File: src/rtl/spectrum_band_binner.sv
// Bins the serial FFT magnitude stream into 16 band averages with peak-hold decay
// and publishes a stable packed frame plus a one-cycle done strobe.
module spectrum_band_binner #(
  parameter int          BINS_PER_BAND = 8,
  parameter logic [15:0] DECAY         = 16'd256
) (
  input  logic              i_clk,
  input  logic              i_rst_n,
  input  logic              i_valid,
  input  logic [15:0]       i_mag,
  input  logic              i_last,
  output logic              o_ready,
  output logic [15:0][15:0] o_fft_data,
  output logic              o_fft_done,
  output logic              o_drop
);

  localparam int NBINS = 16 * BINS_PER_BAND;
  localparam int SH    = $clog2(BINS_PER_BAND);
  localparam int AW    = 16 + SH;
  localparam int CW    = $clog2(NBINS);

  typedef enum logic {S_ACC = 1'b0, S_PUBLISH = 1'b1} state_t;

  state_t         state, state_nxt;
  logic [AW-1:0]  acc [16];
  logic [CW-1:0]  bin_cnt;
  logic           ovf;
  logic [3:0]     band;
  logic           accept, at_end;
  logic [15:0]    avg_w [16];
  logic [15:0]    dec_w [16];
  logic [15:0][15:0] pub;

  // Handshake: a beat transfers on a rising edge where i_valid && o_ready; the
  // source holds i_mag/i_last stable while i_valid is high and o_ready is low.
  assign accept = i_valid && o_ready;
  assign at_end = (bin_cnt == CW'(NBINS - 1));
  assign band   = bin_cnt[CW-1:SH];

  always_ff @(posedge i_clk or negedge i_rst_n) begin
    if (!i_rst_n) state <= S_ACC;
    else          state <= state_nxt;
  end

  always_comb begin
    state_nxt = state;
    case (state)
      S_ACC:     if (accept && i_last && at_end && !ovf) state_nxt = S_PUBLISH;
      S_PUBLISH: state_nxt = S_ACC;
      default:   state_nxt = S_ACC;
    endcase
  end

  always_comb begin
    o_ready = (state == S_ACC);
  end

  // New peak-hold value per band: the larger of this frame's average and the decayed peak.
  always_comb begin
    avg_w = '{default: '0};
    dec_w = '{default: '0};
    pub   = '0;
    for (int b = 0; b < 16; b++) begin
      avg_w[b] = acc[b][SH +: 16];
      dec_w[b] = (o_fft_data[b] > DECAY) ? (o_fft_data[b] - DECAY) : 16'd0;
      pub[b]   = (avg_w[b] > dec_w[b]) ? avg_w[b] : dec_w[b];
    end
  end

  always_ff @(posedge i_clk or negedge i_rst_n) begin
    if (!i_rst_n) begin
      for (int b = 0; b < 16; b++) acc[b] <= '0;
      bin_cnt    <= '0;
      ovf        <= 1'b0;
      o_fft_data <= '0;
      o_fft_done <= 1'b0;
      o_drop     <= 1'b0;
    end else begin
      o_fft_done <= 1'b0;
      o_drop     <= 1'b0;
      if (state == S_PUBLISH) begin
        o_fft_data <= pub;
        o_fft_done <= 1'b1;
        for (int b = 0; b < 16; b++) acc[b] <= '0;
        bin_cnt    <= '0;
      end else if (accept) begin
        if (i_last) begin
          if (at_end && !ovf) begin
            // Final sample of a good frame; bin_cnt is cleared on the publish edge.
            acc[band] <= acc[band] + AW'(i_mag);
          end else begin
            for (int b = 0; b < 16; b++) acc[b] <= '0;
            bin_cnt <= '0;
            ovf     <= 1'b0;
            o_drop  <= 1'b1;
          end
        end else if (ovf || at_end) begin
          ovf <= 1'b1;
        end else begin
          acc[band] <= acc[band] + AW'(i_mag);
          bin_cnt   <= bin_cnt + CW'(1);
        end
      end
    end
  end

endmodule

File: config.mk
export PLATFORM = sky130hd
export DESIGN_NAME = spectrum_band_binner
export DESIGN_NICKNAME = d
export VERILOG_FILES = /design/src/rtl/spectrum_band_binner.sv
export SDC_FILE = /design/constraint.sdc
export NUM_CORES = 2
export LEC_CHECK = 0
export BUFFER_PORTS_ARGS = -buffer_cell sky130_fd_sc_hd__buf_2
export CAP_MARGIN = 30
export CORE_MARGIN = 5
export CORE_UTILIZATION = 55
export CTS_BUF_LIST = sky130_fd_sc_hd__clkbuf_4
export DETAILED_ROUTE_END_ITERATION = 8
export PLACE_DENSITY_LB_ADDON = 0.3
export SYNTH_ARGS = -nofsm -noshare
export SYNTH_HDL_FRONTEND = slang
export SYNTH_SLANG_ARGS = --single-unit
File: constraint.sdc
create_clock -name i_clk -period 13.75 [get_ports i_clk]
set_clock_uncertainty 0.15 [all_clocks]
set_input_delay 2.75 -clock i_clk [delete_from_list [all_inputs] [get_ports i_clk]]
set_output_delay 2.75 -clock i_clk [all_outputs]
set_load 0.01 [all_outputs]
==> flow_metrics.env <==
export IMPL_relSlewSlack_pct=25.9
export IMPL_clockBufferDepth=3
export IMPL_p_per_area_nw_per_um2=108
export IMPL_start_util_pct=55.4
export IMPL_cts_tree="yes"
export IMPL_ant_nets=0
export IMPL_peakVddDrop_mv=0.106
export IMPL_grt_pass1_wl_um=175000
export IMPL_grt_usage_pct=31.6
export IMPL_pin_count=279
export IMPL_layout_setup_ws_ns=7.42
export IMPL_cts_resized=0
export IMPL_worstMarginPinSlew_ns=1.11
export IMPL_slowest_stage="xor2_2"
export IMPL_cp_cell_sequence="buf_4 > buf_4 > mux4_2 > mux4_2 > ha_1 > a2111oi_0 > o21ai_1 > a41oi_1 > o221ai_1 > a21oi_1 > xor2_2 > o21ai_0"
export IMPL_ys_warn_count=0
export IMPL_power_leakage_nw=19.3
export IMPL_fp_coreArea_sq_um=64200
export IMPL_ys_seq_area_share_pct=40.2
export IMPL_slew_violations=0
export IMPL_path_clk_slew_ns=0.06
export IMPL_syn_avg_cell_area_sq_um=10.1
export IMPL_placed_cells=4520
export IMPL_globalRouteOverflowTotal=0
export IMPL_final_cell_mix="dfrtp_1, nand2_1, a22o_1, ha_1, buf_2"
export IMPL_ys_ff_latch=571
export IMPL_nets=4152
export IMPL_cpPeakStageDelay_ns=0.88
export IMPL_drc_errors=0
export IMPL_clock_latency_ns=1.04
export IMPL_tns_ns=0
export IMPL_clock_fmax_ghz=0.158
export IMPL_ys_flop_type="dfrtp_1"
export IMPL_drtIter0Drc=3512
export IMPL_antenna_found_initial=6
export IMPL_area_growth_pct=12.4
export IMPL_ys_types=66
export IMPL_die_h_um=264
export IMPL_wl_um=113000
export IMPL_hpwlAfterDp_um=83200
export IMPL_io_buffers=278
export IMPL_status="finished clean"
export IMPL_fin_cells=4790
export IMPL_gp_congestion=0.950
export IMPL_cts_setup_buffers=0
export IMPL_pre_cts_slack_ns=7.39
export IMPL_period_minus_slack_ns=6.33
export IMPL_arrival_ns=7.03
export IMPL_min_period_over_period_pct=46.1
export IMPL_cp_data_required_time_ns=14.45
export IMPL_ys_async_sr_fraction_pct=100
export IMPL_crit_path_end_kind="flop"
export IMPL_crit_fanout=40
export IMPL_startpoint_type="flop"
export IMPL_grt_max_degree=163
export IMPL_firstDrtPassIters=6
export IMPL_vias=31300
export IMPL_postSynthCellCount=3518
export IMPL_die_w_um=264
export IMPL_cts_hold_buf=0
export IMPL_htree_levels=4
export IMPL_layout_drive_gt1_share_pct=19.2
export IMPL_crit_buf_inv=2
export IMPL_hold_viol=0
export IMPL_maxCapViolCount=0
export IMPL_crit_type="flop to flop"
export IMPL_fp_row_count=93
export IMPL_synthesis_nets=3844
export IMPL_layout_commonest_cell="dfrtp_1"
export IMPL_synth_area_sq_um=35600
export IMPL_rsz0062_at_grt="no"
export IMPL_cts_root_buf="clkbuf_4"
export IMPL_cts_buffers=155
export IMPL_setup_violations=0
export IMPL_synth_edff_count=0
export IMPL_viasPerCell=6.52
export IMPL_clock_sinks=571
export IMPL_avgRoutedWirePerCell_um=23.7
export IMPL_cpLargestDelayFamily="compound AO/OA/AOI/OAI gates"
export IMPL_grt_pass1_vias=29600
export IMPL_hold_path_class="flop to flop"
export IMPL_dieArea_sq_um=69900
[cell usage after synthesis (20+ instances only)]
library cell | count | area (sq um)
nand4_1 | 76 | 475
or4_1 | 27 | 203
o211ai_1 | 30 | 225
a221o_1 | 20 | 200
nor2b_1 | 52 | 325
nand2_1 | 356 | 1340
nor2_1 | 269 | 1010
xnor2_1 | 43 | 377
or3_1 | 37 | 231
xor2_1 | 32 | 280
or2_2 | 21 | 131
clkbuf_1 | 143 | 537
and3_1 | 49 | 307
nand2b_1 | 29 | 181
o21ai_0 | 60 | 300
o221ai_1 | 37 | 324
a211oi_1 | 21 | 158
and2_1 | 32 | 200
buf_1 | 22 | 82.6
nand3_1 | 44 | 220
mux2i_1 | 98 | 981
nor4_1 | 30 | 188
a22o_1 | 306 | 2680
mux4_2 | 94 | 2120
buf_2 | 22 | 110
inv_1 | 124 | 465
a31oi_1 | 34 | 213
ha_1 | 305 | 3820
a21o_1 | 85 | 638
nor3_1 | 57 | 285
a21oi_1 | 173 | 866
dfrtp_1 | 571 | 14300
o31ai_1 | 37 | 278
[layout make-up]
| class | instances | area [sq um] |
|---|---|---|
| clock buffer | 230 | 1730 |
| inverter | 127 | 478 |
| fill | 5388 | 24200 |
| multi-input combinational | 2630 | 20100 |
| tap | 855 | 1070 |
| antenna | 3 | 7.51 |
| sequential | 571 | 14300 |
| clock inverter | 33 | 319 |
| timing repair buffer | 341 | 1940 |
[report_power, final]
part           leakage, nW  internal, mW  switching (mW)
combinational         10.1         0.284           0.622
clock                 1.22         0.890           0.755
sequential            7.95          1.70          0.0474
[sequential cells by signal (all words and copies together), names as in the netlist]
signal / cells
acc: 304
ovf: 1
state: 1
o_fft_done: 1
bin_cnt: 7
o_drop: 1
o_fft_data: 256
[path summary, 6_finish.rpt]
path,startpoint,endpoint,slack [ns],depth (start not counted)
setup / recovery,bin_cnt[3],acc[90],7.42,12
hold / removal,acc[209],acc[209],0.37,2
setup reg to reg,bin_cnt[3],acc[90],7.42,12
hold reg to reg,acc[209],acc[209],0.37,2
max in group asynchronous,i_rst_n,bin_cnt[4],9.55,3
min in group asynchronous,i_rst_n,o_fft_data[66],1.69,1
[worst min-delay path, cell delays in order, from the launching register on]
cell	delay [ns]
dfrtp_1	0.34
mux2i_1	0.07
nor2_1	0.08
[layer usage]
metal	vias up	wire length (um)	global-route usage, %
met5	-	55	0
met4	8	5530	13.7
met3	330	11500	9.07
met2	1578	50300	47.5
met1	15400	46000	43.3
li1	14000	-	-
[per-stage QoR]
stage,util (%),power [mW],hold slack (ns),area [sq um]
2_1_floorplan,-,2.25,0.202,35600
3_3_place_gp,58.7,2.59,0.347,37700
3_5_place_dp,59.0,2.65,0.359,37900
4_1_cts,62.2,4.28,0.374,39900
5_1_grt,62.3,4.45,0.399,40000
6_report,62.3,4.30,0.373,40000
[cell families (layout without fill, tap and decap cells)]
| family | Yosys count | count (layout) | share of synthesized area [%] |
|---|---|---|---|
| AO/OA/AOI/OAI | 899 | 899 | 18.8 |
| adder cells (fa/ha/maj) | 306 | 306 | 10.8 |
| flip-flops | 571 | 571 | 40.2 |
| XOR/XNOR | 76 | 76 | 1.89 |
| buffers and inverters | 317 | 731 | 3.48 |
| other | 0 | 3 | 0 |
| AND/OR/NAND/NOR | 1141 | 1141 | 15.7 |
| multiplexers | 208 | 208 | 9.21 |
Power figures use the tool's default switching activity.
